$ cat config.mk
export PLATFORM = sky130hd
export DESIGN_NAME = cook_sequencer
export DESIGN_NICKNAME = d
export VERILOG_FILES = /design/src/rtl/cook_sequencer.sv
export SDC_FILE = /design/constraint.sdc
export NUM_CORES = 1
export LEC_CHECK = 0
export BUFFER_PORTS_ARGS = -buffer_cell sky130_fd_sc_hd__buf_2
export CAP_MARGIN = 15
export CORE_UTILIZATION = 50
export DETAILED_ROUTE_END_ITERATION = 8
export GPL_TIMING_DRIVEN = 1
export PLACE_DENSITY = 0.72
export RECOVER_POWER = 50
export SYNTH_ARGS = -nofsm -noshare
export SYNTH_HDL_FRONTEND = slang
export SYNTH_SLANG_ARGS = --single-unit
$ cat constraint.sdc
create_clock -name clk -period 2.24 [get_ports clk]
set_clock_uncertainty 0.15 [all_clocks]
set_input_delay 0.448 -clock clk [delete_from_list [all_inputs] [get_ports clk]]
set_output_delay 0.448 -clock clk [all_outputs]
set_load 0.01 [all_outputs]
$ cat src/rtl/cook_sequencer.sv
// Microwave cook controller: BCD keypad entry, MM:SS countdown and
// magnetron gating through a single synchronous state machine.
module cook_sequencer #(
    parameter int CLK_PER_SEC = 50_000_000
) (
    input  logic       clk,
    input  logic       reset,
    input  logic       key_valid,
    input  logic [3:0] key_digit,
    input  logic       startn,
    input  logic       stopn,
    input  logic       clearn,
    input  logic       door_closed,
    output logic       mag_on,
    output logic       timer_done,
    output logic       done,
    output logic [1:0] state,
    output logic [3:0] min_t,
    output logic [3:0] min_o,
    output logic [3:0] sec_t,
    output logic [3:0] sec_o
);

    localparam int PW = $clog2(CLK_PER_SEC);
    localparam logic [PW-1:0] TC = PW'(CLK_PER_SEC - 1);

    typedef enum logic [1:0] {
        IDLE    = 2'd0,
        COOKING = 2'd1,
        PAUSED  = 2'd2,
        DONE    = 2'd3
    } state_t;

    state_t        cur, nxt;
    logic [15:0]   tm, tm_n, tm_dec;
    logic [PW-1:0] presc, presc_n;
    logic          td_q, td_n;
    logic          start_q, stop_q, clear_q;
    logic          ev_start, ev_stop, ev_clear;

    assign ev_start = start_q & ~startn;
    assign ev_stop  = stop_q & ~stopn;
    assign ev_clear = clear_q & ~clearn;

    // One-second borrow chain over the four BCD digits
    always_comb begin
        tm_dec = tm;
        if (tm[3:0] != 4'd0) begin
            tm_dec[3:0] = tm[3:0] - 4'd1;
        end else if (tm[7:4] != 4'd0) begin
            tm_dec[7:4] = tm[7:4] - 4'd1;
            tm_dec[3:0] = 4'd9;
        end else if (tm[11:8] != 4'd0) begin
            tm_dec[11:8] = tm[11:8] - 4'd1;
            tm_dec[7:4]  = 4'd5;
            tm_dec[3:0]  = 4'd9;
        end else begin
            tm_dec[15:12] = tm[15:12] - 4'd1;
            tm_dec[11:8]  = 4'd9;
            tm_dec[7:4]   = 4'd5;
            tm_dec[3:0]   = 4'd9;
        end
    end

    always_comb begin
        nxt     = cur;
        tm_n    = tm;
        presc_n = presc;
        unique case (cur)
            IDLE: begin
                if (ev_clear || ev_stop) begin
                    tm_n = 16'd0;
                end else if (ev_start && door_closed && tm != 16'd0) begin
                    nxt     = COOKING;
                    presc_n = '0;
                end else if (key_valid && key_digit <= 4'd9) begin
                    tm_n = {tm[11:0], key_digit};
                end
            end
            COOKING: begin
                // An open door outranks the terminal count
                if (ev_clear) begin
                    nxt  = IDLE;
                    tm_n = 16'd0;
                end else if (ev_stop || !door_closed) begin
                    nxt = PAUSED;
                end else if (presc == TC) begin
                    presc_n = '0;
                    tm_n    = tm_dec;
                    if (tm_dec == 16'd0) nxt = DONE;
                end else begin
                    presc_n = presc + 1'b1;
                end
            end
            PAUSED: begin
                if (ev_clear || ev_stop) begin
                    nxt  = IDLE;
                    tm_n = 16'd0;
                end else if (ev_start && door_closed) begin
                    nxt = COOKING;
                end
            end
            DONE: begin
                tm_n = 16'd0;
                if (ev_clear || ev_stop || !door_closed) nxt = IDLE;
            end
        endcase
        td_n = (cur == COOKING) && (nxt == DONE);
    end

    always_ff @(posedge clk) begin
        if (reset) begin
            cur     <= IDLE;
            tm      <= 16'd0;
            presc   <= '0;
            td_q    <= 1'b0;
            start_q <= 1'b1;
            stop_q  <= 1'b1;
            clear_q <= 1'b1;
        end else begin
            cur     <= nxt;
            tm      <= tm_n;
            presc   <= presc_n;
            td_q    <= td_n;
            start_q <= startn;
            stop_q  <= stopn;
            clear_q <= clearn;
        end
    end

    assign mag_on     = (cur == COOKING) & door_closed;
    assign done       = (cur == DONE);
    assign timer_done = td_q;
    assign state      = cur;
    assign min_t      = tm[15:12];
    assign min_o      = tm[11:8];
    assign sec_t      = tm[7:4];
    assign sec_o      = tm[3:0];

endmodule

==> impl_metrics.toml, run 1 <==
[floorplanning]
die_width_um = 80.3
fp.dieArea_um2 = 6450
initial_utilization_pct = 51.8
row_count = 28
core_um2 = 5920
die_h_um = 80.3
io_pins = 32

[cts]
cts.path.max_buffers = 2
numCtsBuffers = 5
clock_latency_ns = 0.31
cts_tree = "done"
cts_sinks = 48
cts-hold-fix-buffers = 0
htreeDepth = 2
path_clk_slew_ns = 0.09
root_buffer = "clkbuf_8"

[grt]
grt_pass1_wl_um = 15200
grt_usage_pct = 30.6
overflow = 0
grt_pass1_vias = 3222
antenna_found_initial = 0
grt_max_degree = 20

[final_layout]
synthToLayoutAreaGrowth_pct = 43.9
final-seq-area_um2 = 968
nets = 508
drive_above_1_share_pct = 44.9
antenna_cells = 0
fill_cells = 428
multi_input_area_um2 = 2260
post-route-util_pct = 74.5
stdcell_count = 569

[detailed_routing]
viasPerCell = 6.50
drc = 0
first_pass_iters = 5
vias = 3697
ant_nets = 0
drt_iter0_drc = 335
wl_per_cell_um = 18.9
finalWirelength_um = 10700

[logic_synthesis]
ys_seq_area_share_pct = 31.3
synth_commonest_cells = "dfxtp_1, a21oi_1, nand2_1"
synthCells = 376
ys.warnings.count = 0
syn-cell-area_um2 = 3070
avgSynthCellArea_um2 = 8.16
yosys-top-cells-area = "dfxtp_1, a21oi_1, a211oi_2"
synthArstFlopShare_pct = 0
yosysTopAreaCell = "dfxtp_1"
yosys.area.top_type_share_pct = 31.3
synth.distinct_cells = 69
ys_ff_latch = 48
syn_nets = 390
yosysMostFrequentCell = "dfxtp_1"
ys.flop_type = "dfxtp_1"
synth-edff-count = 0

[worst_setup_path]
cp.required_ns = 2.27
start_kind = "register"
crit_type = "reg -> reg"
crit_path_end_kind = "register"
max_stage_delay_ns = 0.57
cp_slowest_cell = "or4_4"
cp.arrival_ns = 2.35
critPathMaxFanout = 6
path_cells = "or4_4, nor4bb_2, buf_4, a31oi_4, o21ai_4, buf_6, a21oi_2"

[placement]
hpwl_um = 6730
place_inst = 543
place_ws_ns = -0.190
routabilityCongestion = 0.995
io_buffers = 31

[timing]
final_max_slew_viol_count = 0
finalCritPeriodShare_pct = 104
rsz0062_at_grt = "true"
worst_pin_slew_ns = 0.561
max_freq_ghz = 0.431
setup_viol = 31
hold_violations = 0
whs_ns = 0.186
relSlewSlack_pct = 62.3
period_needed_ns = 2.32
fin_ws_ns = -0.0828

[power]
power.density_nw_per_um2 = 492
p_total_mw = 2.17
irDropWorstVdd_v = 0.000274
leakage_nw = 1.66

[status]
status = "finished with violations"
violations = "setup timing"

[flow_run]
cap_violations = 0

[hold_path]
hold_path_class = "in -> reg"
==> critical path: cells and delay by family, from the launching register on <==
family	cells	cell delay, ns
and+or+nand+nor	2	0.92
buffers and inverters	2	0.38
DFF	1	0.33
AOI/OAI and AO/OA	3	0.44
==> logic make-up after synthesis <==
kind of cell | count (synthesis) | share of synthesized area, %
AO/OA/AOI/OAI | 133 | 29.9
XOR/XNOR | 2 | 0.571
flip-flops | 48 | 31.3
adder cells (fa/ha/maj) | 3 | 1.22
buffers and inverters | 32 | 5.43
AND/OR/NAND/NOR | 156 | 30.7
multiplexers | 2 | 0.857
==> through the flow <==
step | area [µm²] | TNS, ns
final | 4410 | -1.26
after detailed placement | 3850 | -4.67
after CTS | 4150 | -0.114
after global placement | 3850 | -2.73
after floorplan | 3080 | -0.0118
after global routing | 4410 | -2.61
==> state kept, by name (all words and copies together) (netlist names) <==
register / count
timer_done: 1
presc: 26
start_q: 1
state: 2
tm: 16
clear_q: 1
stop_q: 1
==> final cells by class <==
type,count,share of cell area (%)
clock inverters,1,0.113
clock buffers,6,1.64
inverters,8,0.680
repair buffers,133,22.3
flip-flops and latches,48,21.9
well taps,75,2.13
multi-input cells,298,51.1
==> placed cells by master, fill, tap and decap left out, types with 13 or more instances in the layout <==
master,synthesis,final
buf_4,1,89
dfxtp_1,48,42
a21oi_1,46,31
buf_2,6,30
nand2_1,24,24
o21ai_0,20,19
a21oi_2,1,15
nor2_1,17,15
or3_1,13,13
==> where the power goes <==
group          switching [mW]  internal, mW  total [mW]
sequential             0.0183         0.881       0.899
clock                   0.297         0.213       0.510
combinational           0.404         0.360       0.764
total                   0.719          1.45        2.17
==> routing by layer <==
layer  wire length [µm]  GRT usage, %  vias up
met3                705          3.86       35
met1               4250          37.7     1773
li1                   -             -     1701
met2               5360          52.9      188
met5                  0             0        -
met4                424          13.4        0
==> worst paths after layout <==
path / startpoint / to / slack [ns] / cells after the start
worst min-delay path: stopn / stop_q / 0.19 / 2
worst max-delay path: presc[7] / presc[15] / -0.08 / 7
worst max register to register: presc[7] / presc[15] / -0.08 / 7
worst min register to register: presc[21] / presc[21] / 0.36 / 2
==> what timing repair did <==
action	CTS	global route
buffers inserted	7	12
gates cloned	2	0
pin swaps	13	21
endpoints found under the setup margin	42	43
resized for setup	30	45
Power figures use the tool's default switching activity.
==> run 2, diff against run 1 <==
--- a/config.mk
+++ b/config.mk
@@ -12,6 +12,7 @@
 export GPL_TIMING_DRIVEN = 1
 export PLACE_DENSITY = 0.72
 export RECOVER_POWER = 50
+export REMOVE_ABC_BUFFERS = 1
 export SYNTH_ARGS = -nofsm -noshare
 export SYNTH_HDL_FRONTEND = slang
 export SYNTH_SLANG_ARGS = --single-unit
==> impl_metrics.toml, run 2 (synthesized netlist as in run 1, its figures left out) <==
[detailed_routing]
drc = 0
finalWirelength_um = 10300
viasPerCell = 6.57
first_pass_iters = 6
ant_nets = 0
vias = 3624
wl_per_cell_um = 18.6
drt_iter0_drc = 427

[final_layout]
largest-register = "presc"
final-seq-area_um2 = 966
nets = 491
antenna_cells = 0
largest_reg_flops = 26
final_cell_mix = "buf_4, dfxtp_1, a21oi_1, buf_2, nand2_1"
drive_above_1_share_pct = 42.1
layout_commonest_cell = "buf_4"
fill_cells = 417
post-route-util_pct = 73.6
synthToLayoutAreaGrowth_pct = 42.1
multi_input_area_um2 = 2260

[cts]
htreeDepth = 2
numCtsBuffers = 5
cts_tree = "done"
cts-hold-fix-buffers = 0
clock_latency_ns = 0.32
path_clk_slew_ns = 0.09
cts_sinks = 48
cts.path.max_buffers = 2
root_buffer = "clkbuf_8"

[worst_setup_path]
rr_worst_depth = 8
critPathMaxFanout = 6
path_buf_inv = 3
r2r-start = "tm[5]"
start_kind = "register"
worst-r2r-setup-slack_ns = -0.14
max_stage_delay_ns = 0.57
cp_slowest_cell = "or4_4"
critPathTopFamily = "simple AND/OR/NAND/NOR gates"
crit_type = "reg -> reg"
crit_path_end_kind = "register"
cp.arrival_ns = 2.47
cp.required_ns = 2.33
path_cells = "or4_4, nor4_4, buf_4, buf_6, o22a_4, o21ai_4, buf_12, nor3_2"
worst_r2r_endpoint = "presc[16]"

[floorplanning]
die_width_um = 80.3
row_count = 28
core_um2 = 5920
die_h_um = 80.3
io_pins = 32
fp.dieArea_um2 = 6450
initial_utilization_pct = 51.8

[timing]
max_freq_ghz = 0.421
fin_ws_ns = -0.137
final_max_slew_viol_count = 0
relSlewSlack_pct = 24.0
hold_violations = 0
tns_ns = -2.53
worst_pin_slew_ns = 1.14
setup_viol = 42
finalCritPeriodShare_pct = 106
period_needed_ns = 2.38
rsz0062_at_grt = "true"

[grt]
grt_util_met3_pct = 5.23
grt_max_degree = 25
antenna_found_initial = 0
grt_pass1_wl_um = 15000
use_met2_pct = 48.6
overflow = 0
grt_most_used_layer = "met2"
grtUsageMet1_pct = 40.1
grt_usage_pct = 30.2
grt_pass1_vias = 3155

[placement]
hpwl_um = 6680
io_buffers = 31
routabilityCongestion = 0.963
place_ws_ns = -0.218

[status]
status = "finished with violations"
violations = "setup timing"

[flow_run]
cap_violations = 0

[hold_path]
hp-start = "stopn"
min_to = "stop_q"
whs_path_depth = 2
hold_path_class = "in -> reg"

[power]
power.density_nw_per_um2 = 494
irDropWorstVdd_v = 0.000287
leakage_nw = 1.60
==> run 2: changes by cell type in the layout (fill, tap and decap cells not counted), sizes merged <==
| cell | delta |
|---|---|
| o22a | -1 |
| clkbuf | +7 |
| o21ai | -1 |
| buf | -22 |
==> run 2: timing repair <==
item | 4_1_cts | 5_1_grt
gates resized for setup | 17 | 66
buffers inserted | 2 | 1
gates cloned | 1 | 3
endpoints found under the setup margin | 43 | 45
pin swaps | 13 | 34
==> run 2: how the worst max path moves through the flow <==
stage                     startpoint         end  slack, ns  cells past startpoint
after CTS                      tm[5]  timer_done      -0.07                      6
after detailed placement       tm[2]  timer_done      -0.22                      6
after global placement         tm[2]  timer_done      -0.19                      6
after floorplan             presc[0]       tm[4]      -0.28                      6
after global routing           tm[6]  timer_done      -0.20                      7
final                          tm[5]   presc[16]      -0.14                      8
==> run 2: layout make-up <==
class / count / share of cell area (%)
multi-input combinational: 296 / 51.8
sequential: 48 / 22.2
timing repair buffer: 118 / 21.4
tap: 75 / 2.15
clock buffer: 6 / 1.67
inverter: 8 / 0.689
clock inverter: 1 / 0.115
==> run 2: metal layers <==
| layer | up-vias | routed length (µm) |
|---|---|---|
| met5 | - | 0 |
| met4 | 0 | 277 |
| met3 | 37 | 675 |
| met2 | 185 | 5010 |
| met1 | 1735 | 4310 |
| li1 | 1667 | - |
==> run 2: through the flow <==
| step | instance area [µm²] | hold WS [ns] | power (mW) | std cells |
|---|---|---|---|---|
| 6_report | 4360 | 0.180 | 2.15 | 552 |
| 5_1_grt | 4360 | 0.183 | 2.23 | 552 |
| 4_1_cts | 4010 | 0.177 | 2.07 | 548 |
| 3_5_place_dp | 3820 | 0.331 | 1.52 | 538 |
| 3_3_place_gp | 3820 | 0.327 | 1.51 | 538 |
| 2_1_floorplan | 2930 | 0.301 | 1.24 | 352 |
==> run 2: power breakdown <==
group / switching [mW] / internal (mW)
Combinational: 0.397 / 0.345
Sequential: 0.0188 / 0.880
Clock: 0.299 / 0.213
==> run 2: worst register-to-register path, delay by kind of cell, from the launching register on <==
| kind | cells | cell delay (ns) |
|---|---|---|
| AOI/OAI and AO/OA | 2 | 0.28 |
| DFF | 1 | 0.33 |
| and+or+nand+nor | 3 | 1.08 |
| buffers and inverters | 3 | 0.46 |
